`src/rtl/switch_seq_capture_if.sv`:
```
// rtl/switch_seq_capture_if.sv - switch front-end signal bundle
// master drives raw switches and clear; slave returns debounced state, edge events and the captured code.
interface switch_seq_capture_if #(
  parameter int NUM_SW    = 10,
  parameter int IDX_W     = 4,
  parameter int SEQ_DEPTH = 4,
  parameter int CNT_W     = 3
);
  logic [NUM_SW-1:0]          sw;
  logic                       clear;
  logic [NUM_SW-1:0]          sw_stable;
  logic                       change_valid;
  logic                       change_dir;
  logic [IDX_W-1:0]           change_idx;
  logic [IDX_W-1:0]           up_count;
  logic                       conflict;
  logic [SEQ_DEPTH*IDX_W-1:0] seq_digits;
  logic [CNT_W-1:0]           seq_count;
  logic                       seq_full;

  modport master (
    output sw, clear,
    input  sw_stable, change_valid, change_dir, change_idx, up_count, conflict,
           seq_digits, seq_count, seq_full
  );

  modport slave (
    input  sw, clear,
    output sw_stable, change_valid, change_dir, change_idx, up_count, conflict,
           seq_digits, seq_count, seq_full
  );
endinterface

```
`src/rtl/switch_seq_capture.sv`:
```
// rtl/switch_seq_capture.sv - parallel switch debounce, edge report and press-sequence capture
// Every switch is synchronised and debounced independently; single-switch presses from idle become code digits.
module switch_seq_capture #(
  parameter int NUM_SW    = 10,
  parameter int IDX_W     = 4,
  parameter int SEQ_DEPTH = 4,
  parameter int DEB_CNT   = 4,
  parameter int CNT_W     = 3
) (
  input logic            clk,
  input logic            rst,
  switch_seq_capture_if.slave bus
);
  localparam int DCW = $clog2(DEB_CNT + 1);

  logic [NUM_SW-1:0] sync1, sync2, stable, prev;
  logic [DCW-1:0]    deb_cnt [NUM_SW];

  logic [NUM_SW-1:0] chg;
  logic [IDX_W-1:0]  lo_idx, pc_new, pc_prev;
  logic              lo_dir, any_chg, capture;

  logic                       change_valid, change_dir, conflict, seq_full;
  logic [IDX_W-1:0]           change_idx, up_count;
  logic [SEQ_DEPTH*IDX_W-1:0] seq_digits;
  logic [CNT_W-1:0]           seq_count;

  function automatic logic [IDX_W-1:0] popcount(input logic [NUM_SW-1:0] v);
    logic [IDX_W-1:0] n;
    n = '0;
    for (int i = 0; i < NUM_SW; i++) n = n + IDX_W'(v[i]);
    return n;
  endfunction

  // Scanning downward leaves the lowest changed index as the reported one.
  always_comb begin
    chg    = stable ^ prev;
    lo_idx = '0;
    lo_dir = 1'b0;
    for (int i = NUM_SW - 1; i >= 0; i--) begin
      if (chg[i]) begin
        lo_idx = IDX_W'(i);
        lo_dir = stable[i];
      end
    end
    any_chg = |chg;
    pc_new  = popcount(stable);
    pc_prev = popcount(prev);
    capture = any_chg && (pc_prev == '0) && (pc_new == IDX_W'(1));
  end

  always_ff @(posedge clk or posedge rst) begin
    if (rst) begin
      sync1  <= '0;
      sync2  <= '0;
      stable <= '0;
      prev   <= '0;
      for (int i = 0; i < NUM_SW; i++) deb_cnt[i] <= '0;
    end else begin
      sync1 <= bus.sw;
      sync2 <= sync1;
      prev  <= stable;
      for (int i = 0; i < NUM_SW; i++) begin
        if (sync2[i] == stable[i]) begin
          deb_cnt[i] <= '0;
        end else if (deb_cnt[i] == DCW'(DEB_CNT - 1)) begin
          stable[i]  <= sync2[i];
          deb_cnt[i] <= '0;
        end else begin
          deb_cnt[i] <= deb_cnt[i] + DCW'(1);
        end
      end
    end
  end

  always_ff @(posedge clk or posedge rst) begin
    if (rst) begin
      change_valid <= 1'b0;
      change_dir   <= 1'b0;
      change_idx   <= '1;
      up_count     <= '0;
      conflict     <= 1'b0;
      seq_digits   <= '1;
      seq_count    <= '0;
      seq_full     <= 1'b0;
    end else begin
      change_valid <= any_chg;
      if (any_chg) begin
        change_dir <= lo_dir;
        change_idx <= lo_idx;
      end
      up_count <= pc_new;
      conflict <= (pc_new > IDX_W'(1));
      // Clear takes priority over a capture landing in the same cycle.
      if (bus.clear) begin
        seq_digits <= '1;
        seq_count  <= '0;
        seq_full   <= 1'b0;
      end else if (capture && !seq_full) begin
        for (int k = 0; k < SEQ_DEPTH; k++) begin
          if (seq_count == CNT_W'(k)) seq_digits[k*IDX_W +: IDX_W] <= lo_idx;
        end
        seq_count <= seq_count + CNT_W'(1);
        seq_full  <= (seq_count == CNT_W'(SEQ_DEPTH - 1));
      end
    end
  end

  assign bus.sw_stable    = stable;
  assign bus.change_valid = change_valid;
  assign bus.change_dir   = change_dir;
  assign bus.change_idx   = change_idx;
  assign bus.up_count     = up_count;
  assign bus.conflict     = conflict;
  assign bus.seq_digits   = seq_digits;
  assign bus.seq_count    = seq_count;
  assign bus.seq_full     = seq_full;
endmodule
```
`src/flat_wrapper.sv`:
```
// flat-port wrapper written by rule: the top's interface ports become plain ports
module switch_seq_capture_flat 
#(
  parameter int NUM_SW    = 10,
  parameter int IDX_W     = 4,
  parameter int SEQ_DEPTH = 4,
  parameter int DEB_CNT   = 4,
  parameter int CNT_W     = 3
)
  (clk, rst, bus_sw, bus_clear, bus_sw_stable, bus_change_valid, bus_change_dir, bus_change_idx, bus_up_count, bus_conflict, bus_seq_digits, bus_seq_count, bus_seq_full);
  switch_seq_capture_if #(.NUM_SW(NUM_SW), .IDX_W(IDX_W), .SEQ_DEPTH(SEQ_DEPTH), .CNT_W(CNT_W)) bus_i ();
  input logic clk;
  input logic rst;
  input wire logic [$bits(bus_i.sw)-1:0] bus_sw;
  input wire logic [$bits(bus_i.clear)-1:0] bus_clear;
  output wire logic [$bits(bus_i.sw_stable)-1:0] bus_sw_stable;
  output wire logic [$bits(bus_i.change_valid)-1:0] bus_change_valid;
  output wire logic [$bits(bus_i.change_dir)-1:0] bus_change_dir;
  output wire logic [$bits(bus_i.change_idx)-1:0] bus_change_idx;
  output wire logic [$bits(bus_i.up_count)-1:0] bus_up_count;
  output wire logic [$bits(bus_i.conflict)-1:0] bus_conflict;
  output wire logic [$bits(bus_i.seq_digits)-1:0] bus_seq_digits;
  output wire logic [$bits(bus_i.seq_count)-1:0] bus_seq_count;
  output wire logic [$bits(bus_i.seq_full)-1:0] bus_seq_full;
  assign bus_i.sw = bus_sw;
  assign bus_i.clear = bus_clear;
  assign bus_sw_stable = bus_i.sw_stable;
  assign bus_change_valid = bus_i.change_valid;
  assign bus_change_dir = bus_i.change_dir;
  assign bus_change_idx = bus_i.change_idx;
  assign bus_up_count = bus_i.up_count;
  assign bus_conflict = bus_i.conflict;
  assign bus_seq_digits = bus_i.seq_digits;
  assign bus_seq_count = bus_i.seq_count;
  assign bus_seq_full = bus_i.seq_full;
  switch_seq_capture #(.NUM_SW(NUM_SW), .IDX_W(IDX_W), .SEQ_DEPTH(SEQ_DEPTH), .DEB_CNT(DEB_CNT), .CNT_W(CNT_W)) u_core (.clk(clk), .rst(rst), .bus(bus_i));
endmodule
```
`config.mk`:
```
export PLATFORM = sky130hd
export DESIGN_NAME = switch_seq_capture_flat
export DESIGN_NICKNAME = d
export VERILOG_FILES = /design/src/rtl/switch_seq_capture_if.sv /design/src/rtl/switch_seq_capture.sv /design/src/flat_wrapper.sv
export SDC_FILE = /design/constraint.sdc
export NUM_CORES = 1
export LEC_CHECK = 0
export CAP_MARGIN = 20
export CORE_MARGIN = 5
export CORE_UTILIZATION = 60
export CTS_CLUSTER_SIZE = 16
export DETAILED_ROUTE_END_ITERATION = 7
export PLACE_DENSITY = 0.85
export SETUP_SLACK_MARGIN = 0.5
export SYNTH_ARGS = -nofsm -noshare
export SYNTH_HDL_FRONTEND = slang
export SYNTH_SLANG_ARGS = --single-unit
```
`constraint.sdc`:
```
create_clock -name clk -period 8.9 [get_ports clk]
set_clock_uncertainty 0.05 [all_clocks]
set_input_delay 2.67 -clock clk [delete_from_list [all_inputs] [get_ports clk]]
set_output_delay 2.67 -clock clk [all_outputs]
set_load 0.01 [all_outputs]
```
Yosys cells after proc, flatten, opt, wreduce, memory -nomap -nowiden

Index checks and enable logic that the tools add are counted.

Memories kept: 0
Flip-flop bits (word level): 101
Input port bits: 13
ROM bits: 0
Output and inout bits: 41
Bits in latches: 0
Memory bits (writable): 0
Word-level logic and storage cells: 175

Equal/unequal tests: 24
Order comparisons: 1
Reductions and logical operators: 26
Multiply operators: 0
Shift operators: 0
Multiplexer cells: 50
Bitwise logic cells: 11
Add/sub/neg operators: 29
Div/mod/pow operators: 0

Operator list:

| cell                                                          | count |
|---|---|
| two-way mux 3 bit                                             | 22 |
| adder 4 x 1 -> 4 bit                                          | 16 |
| two-way mux 4 bit                                             | 14 |
| equality test 3 x 2 -> 1 bit, second input constant           | 12 |
| adder 3 x 1 -> 3 bit, second input constant                   | 11 |
| two-way mux 16 bit                                            | 2 |
| AND reduction 2 bit                                           | 14 |
| two-way mux 1 bit                                             | 12 |
| equality test 1 bit                                           | 10 |
| inverter 1 bit                                                | 10 |
| nonzero test 2 bit                                            | 5 |
| OR reduction 10 bit                                           | 1 |
| XOR 10 bit                                                    | 1 |
| adder 1 x 1 -> 2 bit                                          | 2 |
| equality test 4 x 1 -> 1 bit, second input constant           | 1 |
| greater-than comparator 4 x 1 -> 1 bit, second input constant | 1 |
| zero test 4 bit                                               | 1 |
| equality test 3 x 1 -> 1 bit, second input constant           | 1 |
| logical AND 1 bit                                             | 3 |
| zero test 3 bit                                               | 1 |
| zero test 1 bit                                               | 1 |

Depth between registers and ports, before layout

Word-level depth: 15
Mapped depth: 15
Gate-level depth less buffers: 15

Least setup slack after synthesis

Ideal clock, no wire load.

Path type: reg-to-reg
Start: register u_core.prev[0]
End: register u_core.seq_digits[0] (netlist: u_core.bus.seq_digits[0])
Path slack: 4.430 ns
Required time: 8.774 ns
Cell stages (with the launch flop): 14
Data arrival time: 4.344 ns
Path through: dfrtp_1 -> ha_1 -> inv_1 -> fa_1 -> fa_1 -> fa_1 -> fa_1 -> fa_1 -> nor2_1 -> a31oi_1 -> or4b_1 -> nor4_4 -> nand3_1 -> mux2i_1

Cells in the longest elaborated chain, start to end: 15
Elaborated cells on any way between the ends: 21

RTL lines:

| element                              | line                      | RTL |
|---|---|---|
| start: declaration                   | switch_seq_capture.sv:16  | `logic [NUM_SW-1:0] sync1, sync2, stable, prev;` |
| start signal: assignment             | switch_seq_capture.sv:62  | `prev <= stable;` |
| adder 1 x 1 -> 2 bit                 | switch_seq_capture.sv:31  | `for (int i = 0; i < NUM_SW; i++) n = n + IDX_W'(v[i]);` |
| adder 4 x 1 -> 4 bit (8 in a row)    | switch_seq_capture.sv:31  |  |
| zero test 4 bit                      | switch_seq_capture.sv:49  | `capture = any_chg && (pc_prev == '0) && (pc_new == IDX_W'(1));` |
| logical AND 1 bit (2 in a row)       | switch_seq_capture.sv:49  |  |
| logical AND 1 bit                    | switch_seq_capture.sv:99  | `end else if (capture && !seq_full) begin` |
| nonzero test 2 bit (no source line)  | -                         |  |
| AND reduction 2 bit (no source line) | -                         |  |
| end signal: indexed assignment       | switch_seq_capture.sv:101 | `if (seq_count == CNT_W'(k)) seq_digits[k*IDX_W +: IDX_W] <= lo_idx;` |
| end: declaration                     | switch_seq_capture.sv:25  | `logic [SEQ_DEPTH*IDX_W-1:0] seq_digits;` |

Several ways; a longest one is shown, not always the timed one. The select of a mux whose other input is x is not followed.
A chain may end at the register's enable or synchronous reset.

Worst setup path in the final report

Start: register u_core.prev[0]
End: register u_core.seq_digits[9] (netlist: u_core.bus.seq_digits[9])

The elaborated chain is that of the path after synthesis.

==> implementation parameters <==
Parameter                              Value

Synth
  Post-synthesis cell type count ... 38
  Post-synthesis instance area ... between 4000 and 5000 um2
  Dominant cell by count in the synthesized netlist ... sky130_fd_sc_hd__dfrtp_1
  Number of cells produced by synthesis ... between 300 and 400
  Seq cells post-synth ... 101
  Primary FF master, synth ... sky130_fd_sc_hd__dfrtp_1
  Post-synthesis sequential area ratio ... 0.572
  Largest area contributor in the synthesized netlist ... sky130_fd_sc_hd__dfrtp_1
  Top cell types by occurrence after synthesis ... 81 x sky130_fd_sc_hd__dfrtp_1, 38 x sky130_fd_sc_hd__inv_1, 28 x sky130_fd_sc_hd__nor2_1
  Number of nets produced by synthesis ... ~410
  Number of enable flip-flop cells after synthesis ... 0
  Avg Inst Size Synth ... 12.3 um2
  Top area cells in the synthesized netlist ... sky130_fd_sc_hd__dfrtp_1 45%, sky130_fd_sc_hd__dfstp_2 12%, sky130_fd_sc_hd__ha_1 7.3%
  Synth top area share ... 0.454
  Fraction of registers with async set or reset after synthesis ... 1.00
  Number of warning messages in the yosys log ... 0

Route
  Drt first pass iters ... 4
  Number of design rule violations left after detail routing ... 0
  Sum of routed wire length over all layers ... roughly 8000 um
  Number of violations reported at the end of detailed-routing iteration 0 ... around 110
  Vias per Instance ... between 5 and 6
  WL/cell ... about 15 um
  Total via count after detailed routing ... between 2000 and 3000
  Antenna viol nets, final ... 0

Setup path
  Critical Path Most Common Cell ... sky130_fd_sc_hd__fa_1
  Required time reported for the critical path endpoint ... 9.14 ns
  Largest fanout of any net on the critical path ... 8
  Endpoint kind of the worst setup timing path ... flop
  Stage delay of the slowest cell on the critical path ... roughly 0.60 ns
  Setup crit start kind ... flop
  Worst Path Arrival ... 5.09 ns
  Worst Path Class, Setup ... reg2reg
  Critical-path cell list ... ha_1 > inv_1 > fa_1 > fa_1 > fa_1 > fa_1 > fa_1 > nor2_1 > a31oi_1 > or4b_1 > nor4_4 > nand3_1 > mux2i_1
  Critical-path cell with the highest stage delay ... sky130_fd_sc_hd__or4b_1

Final layout
  Ant diodes ... 0
  Layout overhead on the synthesized area ... 19.4%
  Fraction of layout cells with a size suffix above 1 ... 0.103
  # nets final ... about 480

Global route
  GRT Residual Overflow ... 0
  Pin count of the biggest net entering global routing ... 79
  Global-route usage over all layers ... 0.196
  Number of antenna violations at the first check in global routing ... 0
  Via count of the first global-routing pass ... around 2800
  Wire length of the first global-routing pass ... between 10000 and 15000 um

Power and ir drop
  Net switching power figure ... between 800 and 900 uW
  Maximum vdd drop ... ~250 uV
  Combinational Power Share ... 0.526
  Part of the total power dissipated in sequential elements ... 0.324
  Net switching share of the total power ... 0.414
  PwrDens ... 395 nW/um2
  Leakage power summed over all cells ... about 2.5 nW
  Internal power contribution ... approximately 1.2 mW
  Relative contribution of the clock network to total power ... 0.150
  Post-layout power ... approximately 2.1 mW

Die
  Effective utilization at floorplan ... 0.615
  Floorplan row count ... 31
  Area of the core ... between 7000 and 8000 um2
  Die span in x ... roughly 96 um
  Die Height ... between 90 and 100 um
  Total Die Area ... between 9000 and 10000 um2
  Number of top-level pins ... 54

Timing
  Hold Vio Cnt, Final ... 0
  Unrepaired setup endpoints after global routing ... no
  Worst max-slew margin expressed relative to the limit ... 0.375
  Period utilization ... 0.545
  Clock period minus final worst setup slack ... ~5 ns
  Max Transition Viols Final ... 0
  Max Freq ... ~200 MHz
  Worst slew pin tran ... between 0.9 and 1 ns
  Accumulated negative setup slack ... 0 ns
  Setup Viol. Count Final ... 0

Clock tree
  CTS tree ... yes
  Clock slew at reported path FFs ... ~0.09 ns
  Clock tree root driver cell ... sky130_fd_sc_hd__clkbuf_8
  CTS HTree Levels ... 3
  Post-CTS Hold Buffers ... 0
  Latest clock arrival within the worst-skew pair ... 0.36 ns
  Post-cts resize count ... 0
  Maximum root-to-sink buffer count ... 2
  CTS sink cnt ... between 100 and 150
  Post-CTS setup repair buffer count ... 0
  Number of buffers created by CTS ... 9

Place
  Post-DP HPWL ... 5860 um
  Port Buffer Count ... between 50 and 60
  Placer Congestion ... 0.847

Job
  Number of max-cap violations ... 0

Worst hold path
  Hold Path Class ... reg2reg

Status
  Outcome ... complete, no violations
-- per-layer routing --
metal,track usage,part of all wire,wire (um),vias up
li1,-,-,-,1317
met5,0,0,0,-
met1,0.259,0.45,3590,1345
met3,0.0477,0.043,344,10
met2,0.317,0.49,3930,51
met4,0.0711,0.014,115,0
-- placed cells by master (no fill, tap or decap), types with 4 or more instances in the layout --
master	netlist	final
sky130_fd_sc_hd__xnor2_1	20	20
sky130_fd_sc_hd__nand3_1	4	4
sky130_fd_sc_hd__fa_1	12	12
sky130_fd_sc_hd__dfstp_2	20	20
sky130_fd_sc_hd__nor3_1	12	12
sky130_fd_sc_hd__nor3b_1	18	18
sky130_fd_sc_hd__nor2_1	28	28
sky130_fd_sc_hd__mux2i_1	17	17
sky130_fd_sc_hd__nor2b_1	19	19
sky130_fd_sc_hd__clkbuf_8	0	9
sky130_fd_sc_hd__nand2_1	18	18
sky130_fd_sc_hd__o21ai_0	9	9
sky130_fd_sc_hd__clkdlybuf4s50_1	0	53
sky130_fd_sc_hd__inv_1	38	37
sky130_fd_sc_hd__a21oi_1	6	6
sky130_fd_sc_hd__ha_1	26	26
sky130_fd_sc_hd__dfrtp_1	81	81
-- cell families after synthesis --
group / share of synthesized area
xor+xnor: 0.0392
simple gates: 0.135
buf+inv: 0.0348
mux: 0.0457
compound gates: 0.0446
flops: 0.572
fa+ha+maj: 0.129
-- sequential cells by signal (all words and copies together), names as in the netlist, 3 cells and up --
register and flops:
u_core.deb_cnt 30, u_core.bus.seq_digits 16, u_core.bus.sw_stable 10, u_core.prev 10, u_core.sync1 10, u_core.sync2 10, u_core.bus.change_idx 4, u_core.bus.up_count 4
u_core.bus.seq_count 3
-- final timing paths --
path / startpoint / to / slack (ns) / depth (start not counted)
max: u_core.prev[0] / u_core.bus.seq_digits[9] / 4.05 / 13
min: u_core.sync1[0] / u_core.sync2[0] / 0.30 / 0
max reg2reg: u_core.prev[0] / u_core.bus.seq_digits[9] / 4.05 / 13
min reg2reg: u_core.sync1[0] / u_core.sync2[0] / 0.30 / 0
max in group asynchronous: rst / u_core.bus.conflict / 5.02 / 3
min in group asynchronous: rst / u_core.deb_cnt[28] / 2.55 / 2
-- power groups by stage --
stage / Combinational (mW) / Sequential [mW] / Clock, mW
after floorplan: 0.755 / 0.685 / 0
after global placement: 1.01 / 0.683 / 0
after detailed placement: 1.08 / 0.691 / 0
after CTS: 1.11 / 0.683 / 0.321
after global routing: 1.25 / 0.700 / 0.343
final: 1.11 / 0.683 / 0.315
-- worst max-delay path, delay by kind of cell, from the launching register on --
family,cells,cell delay (ns)
fa+ha+maj,6,2.48
simple gates,4,1.40
flops,1,0.43
mux,1,0.24
compound gates,1,0.11
buf+inv,1,0.07
-- area by class of cell --
class,count,area [um2]
fillers,508,1920
well taps,99,124
clock inverters,5,83.8
flip-flops and latches,101,2550
inverters,38,145
repair buffers,54,538
clock buffers,11,131
multi-input cells,220,1760
-- metrics by stage --
step | cells | hold WS (ns) | area, um2 | worst slack [ns] | util
after floorplan | 362 | 0.281 | 4460 | 3.57 | -
after global placement | 512 | 0.283 | 5110 | 4.26 | 0.705
after detailed placement | 512 | 0.285 | 5110 | 4.08 | 0.705
after CTS | 528 | 0.306 | 5330 | 4.06 | 0.735
after global routing | 528 | 0.312 | 5330 | 3.85 | 0.735
final | 528 | 0.304 | 5330 | 4.05 | 0.735
Power figures use the tool's default switching activity.
